<file path="config.mk">
export PLATFORM = sky130hd
export DESIGN_NAME = groestl_avalon_fifo_slave_flat
export DESIGN_NICKNAME = d
export VERILOG_FILES = /design/src/rtl/groestl_avalon_fifo_slave_if.sv /design/src/rtl/groestl_avalon_fifo_slave.sv /design/src/flat_wrapper.sv
export SDC_FILE = /design/constraint.sdc
export NUM_CORES = 2
export LEC_CHECK = 0
export ABC_AREA = 1
export ABC_CLOCK_PERIOD_IN_PS = 6300
export CORE_MARGIN = 5
export CORE_UTILIZATION = 30
export CTS_CLUSTER_SIZE = 14
export DETAILED_ROUTE_END_ITERATION = 7
export PLACE_DENSITY_LB_ADDON = 0.05
export SLEW_MARGIN = 15
export SYNTH_ARGS = -nofsm -noshare
export SYNTH_HDL_FRONTEND = slang
export SYNTH_SLANG_ARGS = --single-unit
</file>
<file path="constraint.sdc">
create_clock -name clk -period 6.3 [get_ports clk]
set_input_delay 1.26 -clock clk [delete_from_list [all_inputs] [get_ports clk]]
set_output_delay 1.26 -clock clk [all_outputs]
set_load 0.01 [all_outputs]
</file>
<file path="src/rtl/groestl_avalon_fifo_slave_if.sv">
// rtl/groestl_avalon_fifo_slave_if.sv - Avalon-MM slave bus and hash-core stream link
//
// Purpose: bundles the host-facing Avalon-MM register bus and the stream link
// to the Groestl hash core so the wrapper sees them as one port.
// Signals:
//   address[4:0], writedata[31:0], byteenable[3:0], write, read, chipselect : host -> slave
//   readdata[31:0]                                                          : slave -> host
//   core_rst, core_din[63:0], core_src_ready, core_dst_ready                : slave -> core
//   core_src_read, core_dout[63:0], core_dst_write                          : core -> slave
// Modports: slave (the wrapper), master (host plus core side, e.g. a bench).
interface groestl_avalon_fifo_slave_if;
  logic [4:0]  address;
  logic [31:0] writedata;
  logic [3:0]  byteenable;
  logic        write;
  logic        read;
  logic        chipselect;
  logic [31:0] readdata;

  logic        core_rst;
  logic [63:0] core_din;
  logic        core_src_ready;
  logic        core_src_read;
  logic [63:0] core_dout;
  logic        core_dst_write;
  logic        core_dst_ready;

  modport slave (
    input  address, writedata, byteenable, write, read, chipselect,
    output readdata,
    output core_rst, core_din, core_src_ready, core_dst_ready,
    input  core_src_read, core_dout, core_dst_write
  );

  modport master (
    output address, writedata, byteenable, write, read, chipselect,
    input  readdata,
    input  core_rst, core_din, core_src_ready, core_dst_ready,
    output core_src_read, core_dout, core_dst_write
  );
endinterface

</file>
<file path="src/rtl/groestl_avalon_fifo_slave.sv">
// rtl/groestl_avalon_fifo_slave.sv - Avalon-MM slave with input FIFO in front of a Groestl core
//
// Purpose: host writes 64-bit message words (two 32-bit halves, optionally
// byte-swapped) into a show-ahead FIFO feeding the hash core; core output words
// are byte-reversed and shifted into an HS-bit hash register.
// Ports:
//   clk      : single clock
//   reset_n  : asynchronous active-low reset
//   bus      : groestl_avalon_fifo_slave_if.slave (Avalon bus + core stream link)
//   irq      : interrupt request, only when GROESTL_IRQ_EN is defined
// Parameters: HS (256/512), FF (core pass-through), FIFO_DEPTH (power of two, >= 2).
// Optional feature macro: GROESTL_IRQ_EN (irq port and stored irq_enable bit).
module groestl_avalon_fifo_slave #(
  parameter int HS         = 512,
  parameter int FF         = 8,
  parameter int FIFO_DEPTH = 16
) (
  input  logic clk,
  input  logic reset_n,
`ifdef GROESTL_IRQ_EN
  output logic irq,
`endif
  groestl_avalon_fifo_slave_if.slave bus
);
  localparam int AW = $clog2(FIFO_DEPTH);
  localparam int NW = HS / 64;
  localparam int CW = $clog2(NW);

  if (HS != 256 && HS != 512) begin : g_bad_hs
    $error("HS must be 256 or 512");
  end
  if (FIFO_DEPTH < 2 || (FIFO_DEPTH & (FIFO_DEPTH - 1)) != 0) begin : g_bad_depth
    $error("FIFO_DEPTH must be a power of two, at least 2");
  end
  if (FF < 1) begin : g_bad_ff
    $error("FF must be positive");
  end

  logic [31:0] r_stage_lo, r_stage_hi, r_readdata;
  logic [63:0] r_fifo [FIFO_DEPTH];
  logic [AW-1:0] r_wr_ptr, r_rd_ptr;
  logic [AW:0] r_level;
  logic [HS-1:0] r_hash;
  logic [CW-1:0] r_out_cnt;
  logic r_hash_ready, r_ovf, r_soft_rst;

  logic w_wr, w_rd, w_data_wr, w_ctrl_wr, w_push_req, w_push, w_pop;
  logic w_empty, w_full, w_busy, w_last_out, w_irq_en, w_unused;
  logic [31:0] w_wdata_sw, w_stage_val, w_status, w_rdata;
  logic [63:0] w_dout_sw;
  logic [7:0] w_level8;
  logic [31:0] w_hash_word [16];

  assign w_wr       = bus.write & bus.chipselect;
  assign w_rd       = bus.read & bus.chipselect;
  assign w_data_wr  = w_wr & (bus.address[4:2] == 3'b000);
  assign w_ctrl_wr  = w_wr & (bus.address == 5'h05);
  // Odd data addresses complete a word with the high half.
  assign w_push_req = w_data_wr & bus.address[0];
  assign w_wdata_sw = {bus.writedata[7:0], bus.writedata[15:8],
                       bus.writedata[23:16], bus.writedata[31:24]};
  assign w_stage_val = bus.address[1] ? w_wdata_sw : bus.writedata;

  assign w_empty = (r_level == '0);
  assign w_full  = (r_level == (AW+1)'(FIFO_DEPTH));
  assign w_pop   = bus.core_src_read & ~w_empty;
  // A full FIFO still accepts a word when the core drains one on the same edge.
  assign w_push  = w_push_req & (~w_full | w_pop);
  assign w_busy  = ~w_empty | (r_out_cnt != '0);
  assign w_last_out = bus.core_dst_write & (r_out_cnt == CW'(NW - 1));
  assign w_unused = ^bus.byteenable;

  assign bus.core_rst       = ~reset_n | r_soft_rst;
  assign bus.core_din       = r_fifo[r_rd_ptr];
  assign bus.core_src_ready = w_empty;  // active-low "data available"
  assign bus.core_dst_ready = 1'b0;     // sink never stalls the core
  assign bus.readdata       = r_readdata;

  always_comb begin
    w_dout_sw = '0;
    for (int b = 0; b < 8; b++) w_dout_sw[8*b +: 8] = bus.core_dout[8*(7-b) +: 8];
  end

  always_ff @(posedge clk or negedge reset_n) begin
    if (!reset_n) begin
      r_stage_lo <= '0;
      r_stage_hi <= '0;
    end else if (w_data_wr) begin
      if (bus.address[0]) r_stage_hi <= w_stage_val;
      else                r_stage_lo <= w_stage_val;
    end
  end

  always_ff @(posedge clk) begin
    if (w_push) r_fifo[r_wr_ptr] <= {w_stage_val, r_stage_lo};
  end

  always_ff @(posedge clk or negedge reset_n) begin
    if (!reset_n) begin
      r_wr_ptr <= '0;
      r_rd_ptr <= '0;
      r_level  <= '0;
    end else if (r_soft_rst) begin
      r_wr_ptr <= '0;
      r_rd_ptr <= '0;
      r_level  <= '0;
    end else begin
      if (w_push) r_wr_ptr <= r_wr_ptr + 1'b1;
      if (w_pop)  r_rd_ptr <= r_rd_ptr + 1'b1;
      if (w_push & ~w_pop)      r_level <= r_level + 1'b1;
      else if (w_pop & ~w_push) r_level <= r_level - 1'b1;
    end
  end

  always_ff @(posedge clk or negedge reset_n) begin
    if (!reset_n) begin
      r_soft_rst <= 1'b0;
      r_ovf      <= 1'b0;
    end else begin
      r_soft_rst <= w_ctrl_wr & bus.writedata[0];
      if (r_soft_rst | (w_ctrl_wr & bus.writedata[1])) r_ovf <= 1'b0;
      else if (w_push_req & w_full & ~w_pop)           r_ovf <= 1'b1;
    end
  end

  always_ff @(posedge clk or negedge reset_n) begin
    if (!reset_n) begin
      r_out_cnt    <= '0;
      r_hash_ready <= 1'b0;
    end else if (r_soft_rst) begin
      r_out_cnt    <= '0;
      r_hash_ready <= 1'b0;
    end else begin
      if (bus.core_dst_write) r_out_cnt <= w_last_out ? '0 : r_out_cnt + 1'b1;
      // Completion beats a concurrent host data write.
      if (w_last_out)     r_hash_ready <= 1'b1;
      else if (w_data_wr) r_hash_ready <= 1'b0;
    end
  end

  // Newest output word enters at the top; the first word ends up in hash[63:0].
  always_ff @(posedge clk or negedge reset_n) begin
    if (!reset_n)                              r_hash <= '0;
    else if (bus.core_dst_write & ~r_soft_rst) r_hash <= {w_dout_sw, r_hash[HS-1:64]};
  end

`ifdef GROESTL_IRQ_EN
  logic r_irq_enable, r_irq;
  always_ff @(posedge clk or negedge reset_n) begin
    if (!reset_n) begin
      r_irq_enable <= 1'b0;
      r_irq        <= 1'b0;
    end else begin
      if (w_ctrl_wr) r_irq_enable <= bus.writedata[2];
      r_irq <= r_hash_ready & r_irq_enable;
    end
  end
  assign irq      = r_irq;
  assign w_irq_en = r_irq_enable;
`else
  assign w_irq_en = 1'b0;
`endif

  for (genvar gi = 0; gi < 16; gi++) begin : g_hw
    if (32 * gi < HS) begin : g_in
      assign w_hash_word[gi] = r_hash[32*gi +: 32];
    end else begin : g_out
      assign w_hash_word[gi] = '0;
    end
  end

  assign w_level8 = 8'(r_level);
  assign w_status = {16'b0, w_level8, 3'b0, w_busy, r_ovf, w_full, w_empty, r_hash_ready};

  always_comb begin
    w_rdata = '0;
    if (bus.address[4]) begin
      w_rdata = w_hash_word[bus.address[3:0]];
    end else begin
      case (bus.address[3:0])
        4'h0:    w_rdata = r_stage_lo;
        4'h1:    w_rdata = r_stage_hi;
        4'h4:    w_rdata = w_status;
        4'h5:    w_rdata = {29'b0, w_irq_en, 2'b0};
        default: w_rdata = '0;
      endcase
    end
  end

  always_ff @(posedge clk or negedge reset_n) begin
    if (!reset_n)  r_readdata <= '0;
    else if (w_rd) r_readdata <= w_rdata;
  end
endmodule

</file>
<file path="src/flat_wrapper.sv">
// flat-port wrapper written by rule: the top's interface ports become plain ports
module groestl_avalon_fifo_slave_flat 
#(
  parameter int HS         = 512,
  parameter int FF         = 8,
  parameter int FIFO_DEPTH = 16
)
  (clk, reset_n, bus_address, bus_writedata, bus_byteenable, bus_write, bus_read, bus_chipselect, bus_readdata, bus_core_rst, bus_core_din, bus_core_src_ready, bus_core_dst_ready, bus_core_src_read, bus_core_dout, bus_core_dst_write);
  groestl_avalon_fifo_slave_if bus_i ();
  input  logic clk;
  input  logic reset_n;
  input wire logic [$bits(bus_i.address)-1:0] bus_address;
  input wire logic [$bits(bus_i.writedata)-1:0] bus_writedata;
  input wire logic [$bits(bus_i.byteenable)-1:0] bus_byteenable;
  input wire logic [$bits(bus_i.write)-1:0] bus_write;
  input wire logic [$bits(bus_i.read)-1:0] bus_read;
  input wire logic [$bits(bus_i.chipselect)-1:0] bus_chipselect;
  output wire logic [$bits(bus_i.readdata)-1:0] bus_readdata;
  output wire logic [$bits(bus_i.core_rst)-1:0] bus_core_rst;
  output wire logic [$bits(bus_i.core_din)-1:0] bus_core_din;
  output wire logic [$bits(bus_i.core_src_ready)-1:0] bus_core_src_ready;
  output wire logic [$bits(bus_i.core_dst_ready)-1:0] bus_core_dst_ready;
  input wire logic [$bits(bus_i.core_src_read)-1:0] bus_core_src_read;
  input wire logic [$bits(bus_i.core_dout)-1:0] bus_core_dout;
  input wire logic [$bits(bus_i.core_dst_write)-1:0] bus_core_dst_write;
  assign bus_i.address = bus_address;
  assign bus_i.writedata = bus_writedata;
  assign bus_i.byteenable = bus_byteenable;
  assign bus_i.write = bus_write;
  assign bus_i.read = bus_read;
  assign bus_i.chipselect = bus_chipselect;
  assign bus_readdata = bus_i.readdata;
  assign bus_core_rst = bus_i.core_rst;
  assign bus_core_din = bus_i.core_din;
  assign bus_core_src_ready = bus_i.core_src_ready;
  assign bus_core_dst_ready = bus_i.core_dst_ready;
  assign bus_i.core_src_read = bus_core_src_read;
  assign bus_i.core_dout = bus_core_dout;
  assign bus_i.core_dst_write = bus_core_dst_write;
  groestl_avalon_fifo_slave #(.HS(HS), .FF(FF), .FIFO_DEPTH(FIFO_DEPTH)) u_core (.clk(clk), .reset_n(reset_n), .bus(bus_i));
endmodule
</file>
==> impl_metrics.xml <==
<?xml version="1.0" encoding="UTF-8"?>
<metrics>
  <group name="status">
    <metric name="run_status" unit="">finished, final reports clean</metric>
  </group>
  <group name="critical_path">
    <metric name="critPathArrivalTime" unit="ps">4120</metric>
    <metric name="setup.worst_path.start" unit="">u_core.r_rd_ptr[0]</metric>
    <metric name="critical_path.max_fanout" unit="">114</metric>
    <metric name="critPathCaptureType" unit="">output port</metric>
    <metric name="reg2reg_from" unit="">u_core.r_level[0]</metric>
    <metric name="timing.reg2reg.setup_slack" unit="ps">3560</metric>
    <metric name="required" unit="ps">5040</metric>
    <metric name="reg2reg_to" unit="">u_core.r_fifo[1][61]</metric>
    <metric name="critical_path.startpoint_type" unit="">flop</metric>
    <metric name="timing_worst_setup_path_type" unit="">flop to output port</metric>
    <metric name="worst_r2r_path_cells" unit="">9</metric>
  </group>
  <group name="clock_tree">
    <metric name="tritoncts" unit="">yes</metric>
    <metric name="cts_resized" unit="">0</metric>
    <metric name="clock-sinks" unit="">1651</metric>
    <metric name="cts_hold_repair.buffers" unit="">0</metric>
    <metric name="ctsLongestPathBuffers" unit="">3</metric>
    <metric name="ctsHtreeMaxLevel" unit="">4</metric>
    <metric name="cts.repair_timing.setup_buffer_count" unit="">0</metric>
    <metric name="cts_buffers" unit="">196</metric>
    <metric name="cts_root_buffer_type" unit="">sky130_fd_sc_hd__clkbuf_16</metric>
    <metric name="clkTransAtPathRegs" unit="ps">60</metric>
    <metric name="clk-insertion-delay-late" unit="ps">850</metric>
  </group>
  <group name="synthesis">
    <metric name="ys_seq_elements" unit="">1651</metric>
    <metric name="synth.yosys.seq_area_share" unit="%">66.53</metric>
    <metric name="syn-num-nets" unit="">7022</metric>
    <metric name="synthesized_instance_count" unit="">6896</metric>
    <metric name="synth_top_cells_by_area" unit="">sky130_fd_sc_hd__edfxtp_1 44%, sky130_fd_sc_hd__dfrtp_1 22%, sky130_fd_sc_hd__nand2_1 8.8%</metric>
    <metric name="synth_top_area_share" unit="%">44.05</metric>
    <metric name="synthesis.area" unit="mm2">0.06980</metric>
    <metric name="yosysWarnings" unit="">0</metric>
    <metric name="synth.largest_area_cell" unit="">sky130_fd_sc_hd__edfxtp_1</metric>
    <metric name="average_cell_area_after_synthesis" unit="um2">10.12</metric>
    <metric name="yosysUniqueCellTypes" unit="">31</metric>
  </group>
  <group name="drt">
    <metric name="detailroute.via_count" unit="">48667</metric>
    <metric name="viasPerCell" unit="">4.786</metric>
    <metric name="route.detailed.drc" unit="">0</metric>
    <metric name="dr.first_iter.drc_count" unit="">3462</metric>
    <metric name="antenna_violating_nets_post_route" unit="">0</metric>
    <metric name="wl_per_cell" unit="um">22.24</metric>
    <metric name="routed_wl" unit="um">226200</metric>
    <metric name="drt_first_pass_iters" unit="">5</metric>
  </group>
  <group name="grt">
    <metric name="pin_count_of_the_biggest_net_entering_global_routing" unit="">195</metric>
    <metric name="grt-ovfl-total" unit="">0</metric>
    <metric name="number_of_global_route_vias_before_repair" unit="">48440</metric>
    <metric name="first_pass_grt_wire_length" unit="um">335200</metric>
    <metric name="number_of_antenna_violations_at_the_first_check_in_global_routing" unit="">10</metric>
    <metric name="grt_usage" unit="%">18.35</metric>
  </group>
  <group name="floorplanning">
    <metric name="die-width" unit="um">492.4</metric>
    <metric name="floorplan.core_area" unit="mm2">0.2321</metric>
    <metric name="die_height" unit="um">492.4</metric>
    <metric name="i_o_pins" unit="">211</metric>
    <metric name="rows" unit="">177</metric>
    <metric name="floorplan_die_area" unit="mm2">0.2424</metric>
    <metric name="initial_core_util" unit="%">30.08</metric>
  </group>
  <group name="timing">
    <metric name="setup-violations-final" unit="">0</metric>
    <metric name="tightest_slew" unit="ps">1137</metric>
    <metric name="post_route_setup_tns" unit="ps">0</metric>
    <metric name="max-slew-margin-rel" unit="%">24.22</metric>
    <metric name="skew" unit="ps">51.36</metric>
    <metric name="final-max-slew-violation-count" unit="">0</metric>
    <metric name="finalHoldViolations" unit="">0</metric>
    <metric name="max_clock_freq" unit="MHz">185.8</metric>
    <metric name="hold_slack" unit="ps">347.7</metric>
    <metric name="post-route-min-period" unit="ps">5382</metric>
    <metric name="setup_repair_after_global_routing_missed_its_margin" unit="">false</metric>
    <metric name="final_min_period_over_clock_period" unit="%">85.43</metric>
  </group>
  <group name="cells_and_area">
    <metric name="layout_utilization" unit="%">35.12</metric>
    <metric name="num-fill-cells" unit="">23528</metric>
    <metric name="design.final.nets" unit="">7096</metric>
    <metric name="syn2layout_area_growth" unit="%">16.79</metric>
    <metric name="regArea" unit="mm2">0.04645</metric>
    <metric name="multiInputGateArea" unit="mm2">0.01999</metric>
    <metric name="finalInstanceArea" unit="mm2">0.08152</metric>
    <metric name="drive_gt1_share" unit="%">6.375</metric>
  </group>
  <group name="place">
    <metric name="area_post_placement" unit="mm2">0.07531</metric>
    <metric name="dp_hpwl" unit="um">123900</metric>
    <metric name="final_gp_congestion" unit="">0.7336</metric>
    <metric name="buffer_ports.inserted" unit="">205</metric>
  </group>
  <group name="flow_run">
    <metric name="max_cap_violations" unit="">0</metric>
  </group>
  <group name="worst_hold_path">
    <metric name="hold_path.class" unit="">input pin to asynchronous set/reset pin</metric>
  </group>
  <group name="power_and_ir_drop">
    <metric name="power" unit="mW">32.80</metric>
    <metric name="power.density_cell_area" unit="mW/mm2">402.4</metric>
    <metric name="worst_ir_drop_vdd" unit="mV">0.3618</metric>
    <metric name="static-leakage-power" unit="nW">31.36</metric>
  </group>
</metrics>
-- state kept, by name, summed over array words and instances, names as in the netlist --
name and flops:
u_core.r_hash_ready 1, u_core.bus.readdata 32, u_core.r_ovf 1, u_core.r_out_cnt 3
u_core.r_wr_ptr 4, u_core.r_soft_rst 1, u_core.r_stage_hi 32, u_core.r_fifo 1024
u_core.r_rd_ptr 4, u_core.r_level 5, u_core.r_stage_lo 32, u_core.r_hash 512
-- layer usage --
metal / global-route usage, % / routed length (um) / up-vias
li1: - / - / 23487
met1: 24.36 / 101900 / 24260
met2: 32.06 / 113000 / 668
met3: 2.290 / 6388 / 252
met4: 4.235 / 4870 / 0
met5: 0 / 0 / -
-- final cells by class --
type | instances | share of cell area [%]
sequential | 1651 | 56.98
multi-input combinational | 4389 | 24.52
clock buffer | 288 | 6.722
tap | 3043 | 4.670
timing repair buffer | 339 | 4.348
inverter | 393 | 1.853
clock inverter | 62 | 0.8887
antenna | 3 | 0.009209
-- critical path, cell delays in order (launching register included) --
cell                              delay [ps]
sky130_fd_sc_hd__dfrtp_4                 670
sky130_fd_sc_hd__inv_8                   700
sky130_fd_sc_hd__buf_4                   420
sky130_fd_sc_hd__nor2_1                   70
sky130_fd_sc_hd__nor2_1                   70
sky130_fd_sc_hd__o21ai_0                  90
sky130_fd_sc_hd__o211ai_1                150
sky130_fd_sc_hd__nand3_1                 190
sky130_fd_sc_hd__nand2_1                 230
sky130_fd_sc_hd__clkdlybuf4s50_1         590
-- layout by cell type, fill, tap and decap left out, types with 2 or more instances in the layout --
master,count
sky130_fd_sc_hd__clkbuf_8,24
sky130_fd_sc_hd__nor2_4,20
sky130_fd_sc_hd__o21ai_0,1057
sky130_fd_sc_hd__o21ai_2,8
sky130_fd_sc_hd__clkdlybuf4s50_1,199
sky130_fd_sc_hd__dfrtp_4,4
sky130_fd_sc_hd__nand3_1,314
sky130_fd_sc_hd__mux2_1,5
sky130_fd_sc_hd__inv_8,3
sky130_fd_sc_hd__ha_1,13
sky130_fd_sc_hd__xnor2_1,4
sky130_fd_sc_hd__nand2_1,1644
sky130_fd_sc_hd__inv_2,2
sky130_fd_sc_hd__bufinv_16,5
sky130_fd_sc_hd__a21oi_1,82
sky130_fd_sc_hd__buf_4,95
sky130_fd_sc_hd__o211ai_1,256
sky130_fd_sc_hd__buf_12,39
sky130_fd_sc_hd__buf_2,3
sky130_fd_sc_hd__o22ai_1,23
sky130_fd_sc_hd__o21ai_1,122
sky130_fd_sc_hd__dfrtp_1,623
sky130_fd_sc_hd__nor2_2,2
sky130_fd_sc_hd__buf_8,2
sky130_fd_sc_hd__diode_2,3
sky130_fd_sc_hd__clkbuf_1,69
sky130_fd_sc_hd__clkinv_16,10
sky130_fd_sc_hd__mux2_2,15
sky130_fd_sc_hd__nor2_1,816
sky130_fd_sc_hd__clkinv_2,15
sky130_fd_sc_hd__edfxtp_1,1024
sky130_fd_sc_hd__clkinv_1,27
sky130_fd_sc_hd__clkbuf_16,196
sky130_fd_sc_hd__clkinv_8,2
sky130_fd_sc_hd__inv_1,384
sky130_fd_sc_hd__inv_16,3
sky130_fd_sc_hd__inv_6,2
-- worst max path at each step --
| stage | endpoint | slack, ps | cells after the start |
|---|---|---|---|
| after floorplan | u_core.r_fifo[0][0] | 910 | 9 |
| after global placement | u_core.r_fifo[1][53] | 1270 | 10 |
| after detailed placement | u_core.r_fifo[1][60] | 1260 | 10 |
| after CTS | bus_core_din[34] | 780 | 9 |
| after global routing | bus_core_din[9] | 640 | 9 |
| final | bus_core_din[47] | 920 | 9 |
-- metrics by stage --
stage                     worst slack (ps)  instances
after CTS                            783.6      10165
after global routing                 639.7      10166
final                                917.7      10168
after global placement                1269       9815
after floorplan                      911.5       6896
after detailed placement              1265       9815
-- where the power goes --
part	internal [mW]	total (mW)	switching, mW
Clock	6.25	11.0	4.71
Sequential	12.4	13.3	0.931
Combinational	2.93	8.53	5.60
Total	21.6	32.8	11.2
-- Yosys cell counts --
cell	count
sky130_fd_sc_hd__o21bai_1	1
sky130_fd_sc_hd__edfxtp_1	1024
sky130_fd_sc_hd__o22ai_1	23
sky130_fd_sc_hd__nor2_1	832
sky130_fd_sc_hd__nand3_1	314
sky130_fd_sc_hd__clkinv_1	1
sky130_fd_sc_hd__mux2_2	15
sky130_fd_sc_hd__inv_2	7
sky130_fd_sc_hd__a21oi_1	82
sky130_fd_sc_hd__xnor2_1	4
sky130_fd_sc_hd__buf_6	7
sky130_fd_sc_hd__conb_1	1
sky130_fd_sc_hd__inv_1	385
sky130_fd_sc_hd__clkbuf_1	252
sky130_fd_sc_hd__xor2_1	1
sky130_fd_sc_hd__nor2_2	6
sky130_fd_sc_hd__nor3_2	2
sky130_fd_sc_hd__o21ai_0	1089
sky130_fd_sc_hd__nand2_1	1644
sky130_fd_sc_hd__dfrtp_1	627
sky130_fd_sc_hd__mux2_1	5
sky130_fd_sc_hd__ha_1	13
sky130_fd_sc_hd__buf_1	39
sky130_fd_sc_hd__buf_8	1
sky130_fd_sc_hd__a31oi_1	1
sky130_fd_sc_hd__buf_4	26
sky130_fd_sc_hd__fa_1	1
sky130_fd_sc_hd__o21ai_1	98
sky130_fd_sc_hd__o21a_1	1
sky130_fd_sc_hd__o211ai_1	256
sky130_fd_sc_hd__buf_2	138
-- cells by family (layout without fill, tap and decap cells) --
logic type               Yosys count  in the layout  synth area share [%]
AO/OA/AOI/OAI                   1551           1551                 12.09
XOR/XNOR                           5              5               0.06273
adder cells (fa/ha/maj)           14             14                0.2617
buffers and inverters            856           1082                 5.082
flip-flops                      1651           1651                 66.53
multiplexers                      20             20                0.3226
other                              1              4              0.005372
AND/OR/NAND/NOR                 2798           2798                 15.65
Note: power is estimated with default switching activity, not from simulation.
